## src/rtl/bf16_product_normalizer_pkg.sv

```systemverilog
// Shared constants, special-value classes and stage-1 payload for the BF16 product normalizer.
package bf16_pkg;

  localparam int unsigned EXP_BIAS = 127;
  localparam logic [7:0]  EXP_MAX  = 8'hFF;
  localparam logic [15:0] QNAN     = 16'h7FC0;
  localparam int unsigned PROD_W   = 11;
  localparam int unsigned EXPS_W   = 10;

  typedef enum logic [1:0] {NORM, ZERO, INF, NAN} cls_e;

  typedef struct packed {
    logic [PROD_W-1:0]        r;
    logic signed [EXPS_W-1:0] e;
    logic                     s;
    cls_e                     cls;
  } s1_payload_t;

endpackage

```

## src/rtl/bf16_product_normalizer_rounder.sv

```systemverilog
// Stage-2 normalize/round/exponent-adjust for the resolved product.
// BF16_RNE_EN selects round-to-nearest-even; otherwise the mantissa is truncated.
module bf16_rounder
  import bf16_pkg::*;
(
  input  logic [PROD_W-1:0]        r,
  input  logic signed [EXPS_W-1:0] e_in,
  output logic [6:0]               m,
  output logic signed [EXPS_W-1:0] e_out,
  output logic                     inexact
);

  logic [6:0]               m_raw;
  logic                     g;
  logic                     st;
  logic                     up;
  logic [7:0]               m_inc;
  logic signed [EXPS_W-1:0] e_n;

  always_comb begin
    // R[10]=R[9]=0 only appears with approximate mantissas; it takes the R[9] path.
    if (r[10]) begin
      m_raw = r[9:3];
      g     = r[2];
      st    = |r[1:0];
      e_n   = e_in + 10'sd1;
    end else begin
      m_raw = r[8:2];
      g     = r[1];
      st    = r[0];
      e_n   = e_in;
    end
`ifdef BF16_RNE_EN
    up = g & (st | m_raw[0]);
`else
    up = 1'b0;
`endif
    m_inc   = {1'b0, m_raw} + {7'd0, up};
    m       = m_inc[6:0];
    e_out   = m_inc[7] ? e_n + 10'sd1 : e_n;
    inexact = g | st;
  end

endmodule

```

## src/rtl/bf16_product_normalizer.sv

```systemverilog
// BF16 product normalizer: resolves the CSA mantissa pair, normalizes, rounds and packs the
// result with {nan, ovf, unf, inexact} flags. Optional BF16_RNE_EN enables round-to-nearest-even.
module bf16_product_normalizer
  import bf16_pkg::*;
#(
  parameter int unsigned EXP_W = 8,
  parameter int unsigned MAN_W = 7,
  parameter int unsigned RES_W = 11
) (
  input  logic             clk,
  input  logic             rst,
  input  logic             in_valid,
  output logic             in_ready,
  input  logic [RES_W-1:0] mults,
  input  logic [RES_W-1:0] multc,
  input  logic [15:0]      op_a,
  input  logic [15:0]      op_b,
  output logic             out_valid,
  input  logic             out_ready,
  output logic [15:0]      result,
  output logic [3:0]       flags
);

  logic        s1_valid;
  logic        s2_adv;
  s1_payload_t s1_d;
  s1_payload_t s1_q;

  logic [EXP_W-1:0] ea;
  logic [EXP_W-1:0] eb;
  logic [MAN_W-1:0] ma;
  logic [MAN_W-1:0] mb;
  logic             a_nan, b_nan, a_inf, b_inf, a_zero, b_zero;

  logic [6:0]               rnd_m;
  logic signed [EXPS_W-1:0] rnd_e;
  logic                     rnd_inexact;
  logic [15:0]              res_d;
  logic [3:0]               flags_d;

  assign s2_adv   = !out_valid || out_ready;
  assign in_ready = !s1_valid || s2_adv;

  assign ea = op_a[MAN_W +: EXP_W];
  assign eb = op_b[MAN_W +: EXP_W];
  assign ma = op_a[MAN_W-1:0];
  assign mb = op_b[MAN_W-1:0];

  always_comb begin
    a_nan  = (ea == EXP_MAX) && (ma != '0);
    b_nan  = (eb == EXP_MAX) && (mb != '0);
    a_inf  = (ea == EXP_MAX) && (ma == '0);
    b_inf  = (eb == EXP_MAX) && (mb == '0);
    a_zero = (ea == '0);
    b_zero = (eb == '0);

    s1_d.r = PROD_W'(mults + (multc << 1));
    s1_d.e = 10'(ea) + 10'(eb) - 10'(EXP_BIAS);
    s1_d.s = op_a[15] ^ op_b[15];
    if (a_nan || b_nan || (a_inf && b_zero) || (b_inf && a_zero))
      s1_d.cls = NAN;
    else if (a_inf || b_inf)
      s1_d.cls = INF;
    else if (a_zero || b_zero)
      s1_d.cls = ZERO;
    else
      s1_d.cls = NORM;
  end

  always_ff @(posedge clk) begin
    if (rst) begin
      s1_valid <= 1'b0;
      s1_q     <= '0;
    end else if (in_ready) begin
      s1_valid <= in_valid;
      if (in_valid)
        s1_q <= s1_d;
    end
  end

  bf16_rounder u_rounder (
    .r       (s1_q.r),
    .e_in    (s1_q.e),
    .m       (rnd_m),
    .e_out   (rnd_e),
    .inexact (rnd_inexact)
  );

  // Special classes win over range checks; range checks use the post-rounding exponent.
  always_comb begin
    res_d   = '0;
    flags_d = '0;
    case (s1_q.cls)
      NAN: begin
        res_d   = QNAN;
        flags_d = 4'b1000;
      end
      INF:  res_d = {s1_q.s, EXP_MAX, 7'h00};
      ZERO: res_d = {s1_q.s, 15'h0000};
      default: begin
        if (rnd_e >= 10'sd255) begin
          res_d   = {s1_q.s, EXP_MAX, 7'h00};
          flags_d = 4'b0101;
        end else if (rnd_e <= 10'sd0) begin
          res_d   = {s1_q.s, 15'h0000};
          flags_d = 4'b0011;
        end else begin
          res_d   = {s1_q.s, rnd_e[7:0], rnd_m};
          flags_d = {3'b000, rnd_inexact};
        end
      end
    endcase
  end

  always_ff @(posedge clk) begin
    if (rst) begin
      out_valid <= 1'b0;
      result    <= '0;
      flags     <= '0;
    end else if (s2_adv) begin
      out_valid <= s1_valid;
      if (s1_valid) begin
        result <= res_d;
        flags  <= flags_d;
      end
    end
  end

endmodule

```

## config.mk

```make
export PLATFORM = sky130hd
export DESIGN_NAME = bf16_product_normalizer
export DESIGN_NICKNAME = d
export VERILOG_FILES = /design/src/rtl/bf16_product_normalizer_pkg.sv /design/src/rtl/bf16_product_normalizer_rounder.sv /design/src/rtl/bf16_product_normalizer.sv
export SDC_FILE = /design/constraint.sdc
export NUM_CORES = 1
export LEC_CHECK = 0
export BUFFER_PORTS_ARGS = -buffer_cell sky130_fd_sc_hd__buf_2
export CORE_MARGIN = 1
export CORE_UTILIZATION = 50
export CTS_CLUSTER_DIAMETER = 60
export DETAILED_ROUTE_END_ITERATION = 7
export GPL_ROUTABILITY_DRIVEN = 0
export PLACE_DENSITY = 0.76
export SLEW_MARGIN = 20
export SYNTH_ARGS = -nofsm -noshare
export SYNTH_HDL_FRONTEND = slang
export SYNTH_SLANG_ARGS = --single-unit
export TNS_END_PERCENT = 20
```

## constraint.sdc

```tcl
create_clock -name clk -period 6 [get_ports clk]
set_input_delay 0.6 -clock clk [delete_from_list [all_inputs] [get_ports clk]]
set_output_delay 0.6 -clock clk [all_outputs]
set_load 0.05 [all_outputs]
```

==> impl_metrics.env, run 1 <==
export IMPL_power_share_combinational_pct=29.1
export IMPL_min_period_ns=2.812
export IMPL_diodes=0
export IMPL_first_global_vias=2648
export IMPL_initialDrtViolationCount=160
export IMPL_rows=28
export IMPL_grt_usage_pct=22.61
export IMPL_chipWidth_um=80.53
export IMPL_p_clk_share_pct=24.4
export IMPL_dieHeight_um=80.53
export IMPL_arrival_ns=3.06
export IMPL_wl_um=6869
export IMPL_portBuffers=78
export IMPL_ir_drop_uv=146.3
export IMPL_place_area_sq_um=3465
export IMPL_ys_top_cells_by_area="dfxtp_1 30%, ha_1 10%, a21oi_1 5.7%"
export IMPL_cts_made_buffers=5
export IMPL_seqPwrFrac_pct=46.5
export IMPL_synth_edf_count=0
export IMPL_fmax_ghz=0.3556
export IMPL_syn_instance_count=379
export IMPL_final_area_sq_um=3555
export IMPL_antenna_left=0
export IMPL_num_nets_final=528
export IMPL_syn_area_sq_um=3083
export IMPL_worstHoldPathType="register to register"
export IMPL_synthFlopType="dfxtp_1"
export IMPL_hold_viol_final=0
export IMPL_synth_xor_xnor_area_share_pct=6.534
export IMPL_grt_antenna_before_repair=0
export IMPL_utilization_pct=60.04
export IMPL_synth_top_cell_by_area="dfxtp_1"
export IMPL_clock_skew_ns=0.01140
export IMPL_status="completed"
export IMPL_synth_top_family_by_area="simple AND/OR/NAND/NOR gates"
export IMPL_postCtsSetupBuffers=0
export IMPL_finalPower_mw=0.7702
export IMPL_setup_tns_final_ns=0
export IMPL_place_hpwl_um=5347
export IMPL_yosysSeqAreaShare_pct=29.87
export IMPL_synthArstFlopShare_pct=0
export IMPL_maxSlewViolCount=0
export IMPL_swShare_pct=34.67
export IMPL_grt_pass1_wl_um=11640
export IMPL_dieArea_sq_um=6484
export IMPL_setup_worst_path_start_class="register"
export IMPL_grt_overflow=0
export IMPL_grt_max_degree=35
export IMPL_viasPerCell=5.574
export IMPL_cts_resized=0
export IMPL_required_ns=6.24
export IMPL_area_growth_syn_to_layout_pct=15.30
export IMPL_core_area_sq_um=5921
export IMPL_cts_tree="done"
export IMPL_ios=80
export IMPL_drv_cap=0
export IMPL_drive_gt1_share_pct=21.40
export IMPL_p_int_mw=0.5032
export IMPL_root_buffer="clkbuf_8"
export IMPL_clkTransAtPathRegs_ns=0.09
export IMPL_drc_errors=0
export IMPL_p_sw_mw=0.2670
export IMPL_crit_fanout=21
export IMPL_h_tree_depth=2
export IMPL_cts_hold_fix_buffers=0
export IMPL_yosys_warnings=0
export IMPL_yosys_register_bits=46
export IMPL_yosys_area_share_simple_pct=22.32
export IMPL_synth_top_area_share_pct=29.87
export IMPL_synthMuxAreaShare_pct=2.638
export IMPL_wl_per_cell_um=13.24
export IMPL_syn_nets=464
export IMPL_period_share_pct=46.87
export IMPL_synth_fa_ha_area_share_pct=11.44
export IMPL_tightest_slew_ns=0.9024
export IMPL_end_kind="register"
export IMPL_rsz0062_at_grt="no"
export IMPL_avgSynthCellArea_sq_um=8.134
export IMPL_fin_cells=519
export IMPL_criticalPathCategory="register to register"
export IMPL_p_per_area_nw_per_um2=216.7
export IMPL_initial_core_util_pct=52.07
export IMPL_max_slew_margin_rel_pct=39.76
export IMPL_leakage_nw=1.560
export IMPL_cts_sinks=46
export IMPL_insertion_delay_ns=0.30
export IMPL_num_vias=2893
export IMPL_cts_buffer_depth=2
export IMPL_placed_cells=511
export IMPL_drt_pre_antenna_iters=4
export IMPL_synth_compound_area_share_pct=21.79
export IMPL_ys_types=55
export IMPL_setup_viol=0
[cell type report]
cell class / instances / area [sq um]
Inverter: 17 / 63.81
Fill cell: 553 / 2366
Timing Repair Buffer: 78 / 390.4
Clock buffer: 5 / 68.82
Tap cell: 75 / 93.84
Multi-Input combinational cell: 295 / 1996
Clock inverter: 3 / 21.27
Sequential cell: 46 / 920.9
[sequential cells by signal, indices dropped and copies added (netlist names)]
register	count
out_valid	1
flags	4
result	16
s1_q	24
s1_valid	1
[Yosys cell counts (3+ instances only)]
cell type	n
mux2i_1	7
nand4_1	8
o21a_1	4
a21o_1	5
o21ai_0	18
xor2_1	8
o31ai_1	9
nor2b_1	4
or4_1	3
nand3_1	20
nor4_1	8
xnor2_1	15
a211oi_1	6
ha_1	25
nand2_1	35
o21bai_1	3
nor2_1	29
o221a_1	3
a21oi_1	35
nor3_1	9
dfxtp_1	46
clkbuf_1	15
inv_1	17
nand3b_1	3
or3_1	4
[layer usage]
metal  vias to the layer above  GRT usage [%]  share of wire [%]
met4                         0          6.071                1.0
met5                         -              0                  0
li1                       1503              -                  -
met2                        95          37.20                 45
met3                         8          3.636                5.4
met1                      1287          30.33                 49
[final timing paths]
kind                    from    endpoint  slack (ns)  cells after the start
hold / removal    result[15]  result[15]        0.46                      2
hold reg to reg   result[15]  result[15]        0.46                      2
setup / recovery    s1_q[23]    flags[2]        3.19                      6
setup reg to reg    s1_q[23]    flags[2]        3.19                      6
[metrics by stage]
step	setup WS, ns	hold slack, ns
2_1_floorplan	3.492	0.4361
3_3_place_gp	3.190	0.4383
3_5_place_dp	3.159	0.4463
4_1_cts	3.211	0.4605
5_1_grt	3.014	0.4864
6_report	3.188	0.4585
[kinds of logic (layout without fill, tap and decap cells)]
logic type                 count (synthesis)  in the layout
adders and majority gates                 27             27
AOI/OAI and AO/OA                        102            102
xor gates and xnor gates                  23             23
muxes                                      8              8
DFF                                       46             46
buffers and inverters                     38            103
and+or+nand+nor                          135            135
[power by group through the flow]
stage                     clock, mW  sequential, mW  combinational [mW]
after detailed placement          0           0.365               0.222
after CTS                     0.192           0.358               0.224
after global routing          0.205           0.363               0.252
final                         0.188           0.358               0.224
after floorplan                   0           0.372               0.158
after global placement            0           0.364               0.219
[cell usage in the layout (no fill, tap or decap), types with 3 or more instances in the layout]
cell type / instances
buf_2: 78
dfxtp_1: 46
nand2_1: 35
a21oi_1: 35
nor2_1: 29
ha_1: 25
nand3_1: 20
o21ai_0: 18
inv_1: 17
xnor2_1: 15
nor3_1: 9
o31ai_1: 9
xor2_1: 8
nand4_1: 8
nor4_1: 8
mux2i_1: 7
a211oi_1: 6
a21o_1: 5
clkbuf_8: 5
nor2b_1: 4
o21a_1: 4
or3_1: 4
or4_1: 3
o221a_1: 3
o21bai_1: 3
nand3b_1: 3
[worst max-delay path: stages (launching register included)]
cell,delay [ns]
dfxtp_1,0.92
nand2_1,0.31
or4_1,0.48
o211a_1,0.16
o41a_4,0.46
nor4_1,0.24
o21a_1,0.17
No activity file was read; power rests on OpenSTA's default activity.
==> inputs of run 2 (changes only) <==
--- a/config.mk
+++ b/config.mk
@@ -5,13 +5,14 @@
 export SDC_FILE = /design/constraint.sdc
 export NUM_CORES = 1
 export LEC_CHECK = 0
+export ABC_AREA = 1
 export BUFFER_PORTS_ARGS = -buffer_cell sky130_fd_sc_hd__buf_2
 export CORE_MARGIN = 1
 export CORE_UTILIZATION = 50
 export CTS_CLUSTER_DIAMETER = 60
 export DETAILED_ROUTE_END_ITERATION = 7
 export GPL_ROUTABILITY_DRIVEN = 0
-export PLACE_DENSITY = 0.76
+export PLACE_DENSITY = 0.75
 export SLEW_MARGIN = 20
 export SYNTH_ARGS = -nofsm -noshare
 export SYNTH_HDL_FRONTEND = slang
==> constraint.sdc (replaced) <==
create_clock -name clk -period 2.6 [get_ports clk]
set_input_delay 0.26 -clock clk [delete_from_list [all_inputs] [get_ports clk]]
set_output_delay 0.26 -clock clk [all_outputs]
set_load 0.05 [all_outputs]
==> run 2 against run 1 <==
Compared with the run above:
- routed wire length grew 1.4%
- combinational power grew to 2.6 times the previous value
- fmax increased by 35%
- area after synthesis increased by 6.0%
- sequential power rose by 120%
==> impl_metrics.env, run 2 <==
export IMPL_p_per_area_nw_per_um2=501.7
export IMPL_finalPower_mw=1.912
export IMPL_crit_fanout=7
export IMPL_wl_met1_um=3381
export IMPL_setup_worst_path_start_class="register"
export IMPL_end_kind="register"
export IMPL_max_slew_margin_rel_pct=60.28
export IMPL_largest_reg_flops=24
export IMPL_synth_most_common_cell="nand2_1"
export IMPL_period_share_pct=79.86
export IMPL_tightest_slew_ns=0.5951
export IMPL_cts_resized=0
export IMPL_worstHoldPathType="input port to register"
export IMPL_hold_viol_final=0
export IMPL_first_global_vias=2860
export IMPL_portBuffers=78
export IMPL_rsz0062_at_grt="no"
export IMPL_holdWs_ns=0.2464
export IMPL_place_area_sq_um=3701
export IMPL_syn_nets=558
export IMPL_yosysSeqAreaShare_pct=28.18
export IMPL_drc_errors=0
export IMPL_wl_per_cell_um=11.13
export IMPL_clock_skew_ns=0.01096
export IMPL_avgSynthCellArea_sq_um=6.909
export IMPL_maxSlewViolCount=0
export IMPL_yosys_register_bits=46
export IMPL_synth_edf_count=0
export IMPL_grt_usage_pct=20.94
export IMPL_cts_made_buffers=5
export IMPL_setup_tns_final_ns=0
export IMPL_cts_tree="done"
export IMPL_setup_viol=0
export IMPL_grt_antenna_before_repair=0
export IMPL_synth_top_cell_by_area="dfxtp_1"
export IMPL_arrival_ns=2.32
export IMPL_met3_length_um=359
export IMPL_slowest_delay_ns=0.46
export IMPL_path_cells="ha_1 -> nand3_1 -> nor2_1 -> nand4_1 -> nand2_1 -> inv_1 -> nand4_2 -> nand2_2 -> nor2_4 -> nand3_2 -> a21oi_2"
export IMPL_synthArstFlopShare_pct=0
export IMPL_syn_area_sq_um=3268
export IMPL_fmax_ghz=0.4816
export IMPL_largest_register="s1_q"
export IMPL_rows=29
export IMPL_num_vias=3193
export IMPL_drt_pre_antenna_iters=4
export IMPL_grt_pass1_wl_um=12270
export IMPL_postCtsSetupBuffers=0
export IMPL_dieArea_sq_um=6863
export IMPL_fillers=639
export IMPL_synth_top_area_share_pct=28.18
export IMPL_cts_sinks=46
export IMPL_routed_wl_met2_um=3176
export IMPL_ios=80
export IMPL_final_area_sq_um=3811
export IMPL_synth_common_cells="110 x nand2_1, 58 x inv_1, 46 x dfxtp_1, 44 x a21oi_1, 38 x o21ai_0"
export IMPL_ys_top_cells_by_area="dfxtp_1 28%, nand2_1 13%, ha_1 9.6%"
export IMPL_synthFlopType="dfxtp_1"
export IMPL_initialDrtViolationCount=100
export IMPL_criticalPathCategory="register to register"
export IMPL_num_nets_final=633
export IMPL_min_period_ns=2.076
export IMPL_antenna_left=0
export IMPL_yosys_warnings=0
export IMPL_ys_types=36
export IMPL_initial_core_util_pct=51.76
export IMPL_insertion_delay_ns=0.30
export IMPL_clkTransAtPathRegs_ns=0.09
export IMPL_path_buf_inv=1
export IMPL_syn_instance_count=473
export IMPL_grt_max_degree=29
export IMPL_dp_slack_ns=0.3641
export IMPL_ir_drop_uv=364.8
export IMPL_routed_top_layer="met4"
export IMPL_cts_buffer_depth=2
export IMPL_area_growth_syn_to_layout_pct=16.62
export IMPL_cts_hold_fix_buffers=0
export IMPL_status="completed"
export IMPL_top_regs="s1_q x24, result x16, flags x4"
export IMPL_viasPerCell=5.101
export IMPL_diodes=0
export IMPL_drive_gt1_share_pct=23.13
export IMPL_root_buffer="clkbuf_8"
export IMPL_wl_um=6968
export IMPL_fin_ws_ns=0.5235
export IMPL_chipWidth_um=82.85
export IMPL_drv_cap=0
export IMPL_final_common_cell="nand2_1"
export IMPL_h_tree_depth=2
export IMPL_core_area_sq_um=6314
export IMPL_place_hpwl_um=5511
export IMPL_grt_overflow=0
export IMPL_required_ns=2.84
export IMPL_critPathSlowestCell="dfxtp_1"
export IMPL_critPathTopFamily="simple AND/OR/NAND/NOR gates"
export IMPL_dieHeight_um=82.85
export IMPL_leakage_nw=1.906
export IMPL_final_cell_mix="110 x nand2_1, 78 x buf_2, 58 x inv_1, 46 x dfxtp_1, 44 x a21oi_1"
-- run 2: changes by cell type in the layout (fill, tap and decap cells not counted), moves of 6 or more --
cell     change
inv_1       +41
o31ai_1      -9
nand2_1     +75
o21ai_0     +20
nor3_1       -7
a21oi_1      +9
xor2_1       +6
nand3_2      +7
nand2_2      +7
a21oi_2      +7
xnor2_1     -13
mux2i_1      -7
-- run 2: layer usage --
metal | global-route usage (%) | up-vias
met5 | 0 | -
met4 | 4.545 | 0
met3 | 3.777 | 4
met2 | 34.80 | 98
met1 | 28.35 | 1386
li1 | - | 1705
-- run 2: stage by stage --
step,instances,utilization (%)
floorplan,473,-
CTS,626,60.36
global placement,618,58.62
detailed placement,618,58.62
finish,626,60.36
global route,626,60.36
-- run 2: path summary, 6_finish.rpt --
path,start,to,slack [ns],cells past startpoint
worst min register to register,flags[1],flags[1],0.47,2
worst max-delay path,s1_q[3],result[0],0.52,11
worst min-delay path,out_ready,out_valid,0.25,4
worst max register to register,s1_q[3],result[0],0.52,11
-- run 2: cell type report --
| class | instances | area, sq um | share of cell area (%) |
|---|---|---|---|
| Clock buffer | 6 | 72.57 | 1.904 |
| Clock inverter | 2 | 37.54 | 0.9849 |
| Inverter | 63 | 236.5 | 6.205 |
| Multi-Input combinational cell | 349 | 2019 | 52.99 |
| Sequential cell | 46 | 920.9 | 24.16 |
| Timing Repair Buffer | 83 | 427.9 | 11.23 |
| Tap cell | 77 | 96.34 | 2.528 |
-- run 2: tightest hold or removal path, cell delays in order --
cell and delay (ns):
buf_2 0.08, inv_1 0.04, nand2_1 0.07, a21oi_1 0.06
-- run 2: cells by family (layout without fill, tap and decap cells) --
group | count (synthesis) | count (layout) | share of synthesized area (%)
AO/OA/AOI/OAI | 102 | 102 | 17.34
AND/OR/NAND/NOR | 204 | 204 | 29.36
buffers and inverters | 78 | 154 | 10.03
flip-flops | 46 | 46 | 28.18
XOR/XNOR | 16 | 16 | 4.288
adder cells (fa/ha/maj) | 27 | 27 | 10.80
-- run 2: power breakdown --
| part | internal [mW] | leakage (nW) | switching [mW] | total [mW] |
|---|---|---|---|---|
| clock network | 0.287 | 0.0514 | 0.237 | 0.524 |
| registers | 0.758 | 0.379 | 0.0436 | 0.802 |
| logic | 0.212 | 1.48 | 0.375 | 0.587 |
| total | 1.26 | 1.91 | 0.655 | 1.91 |
==> inputs of run 3 (changes only) <==
--- a/config.mk
+++ b/config.mk
@@ -8,11 +8,11 @@
 export ABC_AREA = 1
 export BUFFER_PORTS_ARGS = -buffer_cell sky130_fd_sc_hd__buf_2
 export CORE_MARGIN = 1
-export CORE_UTILIZATION = 50
+export CORE_UTILIZATION = 49
 export CTS_CLUSTER_DIAMETER = 60
 export DETAILED_ROUTE_END_ITERATION = 7
 export GPL_ROUTABILITY_DRIVEN = 0
-export PLACE_DENSITY = 0.75
+export PLACE_DENSITY = 0.77
 export SLEW_MARGIN = 20
 export SYNTH_ARGS = -nofsm -noshare
 export SYNTH_HDL_FRONTEND = slang
==> constraint.sdc (replaced) <==
create_clock -name clk -period 1.9 [get_ports clk]
set_input_delay 0.19 -clock clk [delete_from_list [all_inputs] [get_ports clk]]
set_output_delay 0.19 -clock clk [all_outputs]
set_load 0.05 [all_outputs]
==> run 3 against run 2 <==
Compared with the run above:
- the run now ends with setup timing left
- sequential power rose by 37%
- combinational power rose by 64%
- power rose by 40%
- critical path depth rose by 3
- count of clock-buffer cells in the layout fell by 1
- die area rose by 2.0%
- first-iteration DRC count fell by 2.0%
- cell count rose by 5.0%
- sequential share of layout area fell by 1.8 points
- setup slack got worse by 0.58 ns
- via count rose by 6.1%
==> impl_metrics.env, run 3 (same netlist as run 2, synthesis figures left out) <==
export IMPL_status="finished, violations left"
export IMPL_violations="setup timing"
export IMPL_maxSlewViolCount=0
export IMPL_cts_buffer_depth=2
export IMPL_wl_um=8006
export IMPL_setup_worst_path_start_class="register"
export IMPL_fin_ws_ns=-0.05733
export IMPL_critPathSlowestCell="dfxtp_2"
export IMPL_dieHeight_um=83.67
export IMPL_first_global_vias=3192
export IMPL_drt_pre_antenna_iters=4
export IMPL_arrival_ns=2.21
export IMPL_dieArea_sq_um=7000
export IMPL_r2r_end="result[2]"
export IMPL_ios=80
export IMPL_insertion_delay_ns=0.31
export IMPL_period_share_pct=103.0
export IMPL_largest_reg_flops=24
export IMPL_diodes=0
export IMPL_root_buffer="clkbuf_8"
export IMPL_cts_sinks=46
export IMPL_fillers=569
export IMPL_cp_depth=14
export IMPL_initialDrtViolationCount=98
export IMPL_criticalPathCategory="register to register"
export IMPL_required_ns=2.15
export IMPL_dp_slack_ns=-0.1913
export IMPL_fin_cells=657
export IMPL_viasPerCell=5.158
export IMPL_clock_skew_ns=0.01027
export IMPL_slowest_delay_ns=0.35
export IMPL_chipWidth_um=83.67
export IMPL_end_kind="register"
export IMPL_r2r_start="s1_q[3]"
export IMPL_drc_errors=0
export IMPL_placed_cells=639
export IMPL_grt_overflow=0
export IMPL_rsz0062_at_grt="yes"
export IMPL_grt_antenna_before_repair=0
export IMPL_wl_per_cell_um=12.19
export IMPL_min_period_ns=1.957
export IMPL_max_slew_margin_rel_pct=58.43
export IMPL_largest_register="s1_q"
export IMPL_crit_top_cell="nand2_1"
export IMPL_drive_gt1_share_pct=32.76
export IMPL_grt_pass1_wl_um=13140
export IMPL_cts_tree="done"
export IMPL_grt_max_degree=29
export IMPL_num_vias=3389
export IMPL_area_growth_syn_to_layout_pct=28.37
export IMPL_critPathTopFamily="simple AND/OR/NAND/NOR gates"
export IMPL_path_cells="ha_2 -> inv_1 -> nor2_1 -> nand2_1 -> nand2_1 -> nand2_1 -> nand2_1 -> nand2_2 -> nand4_4 -> nand2_4 -> nor2_4 -> buf_12 -> nand3_2 -> a21oi_2"
export IMPL_worstHoldPathType="input port to register"
export IMPL_crit_end="result[2]"
export IMPL_antenna_left=0
export IMPL_setup_tns_final_ns=-0.2034
export IMPL_finalPower_mw=2.686
export IMPL_portBuffers=78
export IMPL_drv_cap=0
export IMPL_reg2reg_slack_ns=-0.06
export IMPL_final_common_cell="nand2_1"
export IMPL_core_area_sq_um=6386
export IMPL_cts_made_buffers=5
export IMPL_rr_worst_depth=14
export IMPL_h_tree_depth=2
export IMPL_p_per_area_nw_per_um2=640.3
export IMPL_hold_viol_final=0
export IMPL_num_nets_final=664
export IMPL_setup_worst_path_start="s1_q[3]"
export IMPL_leakage_nw=2.065
export IMPL_fmax_ghz=0.5109
export IMPL_rows=29
export IMPL_place_hpwl_um=5884
export IMPL_grt_usage_pct=22.43
export IMPL_final_cell_mix="102 x nand2_1, 78 x buf_2, 57 x inv_1, 42 x a21oi_1, 39 x dfxtp_1"
export IMPL_ir_drop_uv=507.9
export IMPL_initial_core_util_pct=51.18
export IMPL_clkTransAtPathRegs_ns=0.10
export IMPL_top_regs="s1_q x24, result x16, flags x4"
export IMPL_crit_fanout=5
export IMPL_path_buf_inv=2
export IMPL_cts_hold_fix_buffers=0
export IMPL_setup_viol=6
export IMPL_tightest_slew_ns=0.6229
==> run 3: cell types whose count changed in the layout (fill, tap and decap cells not counted), moves of 3 or more <==
cell,change
nand2_1,-8
nand2_2,+6
nand3_2,+5
nor2_2,+4
dfxtp_1,-7
nor2_1,-5
dfxtp_4,+3
nand3_1,-6
buf_6,+3
dfxtp_2,+4
buf_4,+26
==> run 3: worst min-delay path by stage <==
stage,from,endpoint,depth (start not counted)
6_report,mults[0],s1_q[13],3
5_1_grt,mults[0],s1_q[13],3
4_1_cts,mults[0],s1_q[13],3
3_5_place_dp,flags[1],flags[1],2
3_3_place_gp,s1_q[2],s1_q[2],2
2_1_floorplan,rst,s1_q[7],3
==> run 3: cell type report <==
class                           instances  area [sq um]  area share (%)
Multi-Input combinational cell        350          2155           51.36
Tap cell                               77         96.34           2.296
Clock inverter                          3         25.02          0.5965
Inverter                               63         236.5           5.637
Timing Repair Buffer                  113         676.9           16.13
Clock buffer                            5         68.82           1.640
Sequential cell                        46         937.1           22.34
==> run 3: metal layers <==
metal	up-vias	track usage [%]	part of all wire [%]	wire, um
met5	-	0	0	0
li1	1774	-	-	-
met1	1481	27.69	44	3519
met4	0	7.704	2.0	161
met3	16	3.561	6.1	490
met2	118	39.47	48	3835
==> run 3: repair_timing <==
item / CTS / global route
cloned: 0 / 1
pin swaps: 2 / 20
resized for setup: 4 / 37
buffers inserted: 1 / 8
endpoints found under the setup margin: 12 / 18
==> run 3: where the power goes <==
group / internal [mW] / switching (mW) / leakage (nW)
clock network: 0.266 / 0.358 / 0.0447
logic: 0.380 / 0.584 / 1.64
registers: 1.04 / 0.0581 / 0.382
total: 1.69 / 1.00 / 2.06
==> run 3: tightest hold or removal path: stages <==
cell and delay [ns]:
buf_2 0.08, o21ai_0 0.07, nor2_1 0.07
==> run 3: stage by stage <==
step	utilization (%)	area [sq um]	hold WS (ns)
6_report	65.69	4195	0.1426
5_1_grt	65.69	4195	0.1563
4_1_cts	62.44	3988	0.1349
3_5_place_dp	60.64	3872	0.4526
3_3_place_gp	60.64	3872	0.4398
2_1_floorplan	-	3282	0.3462
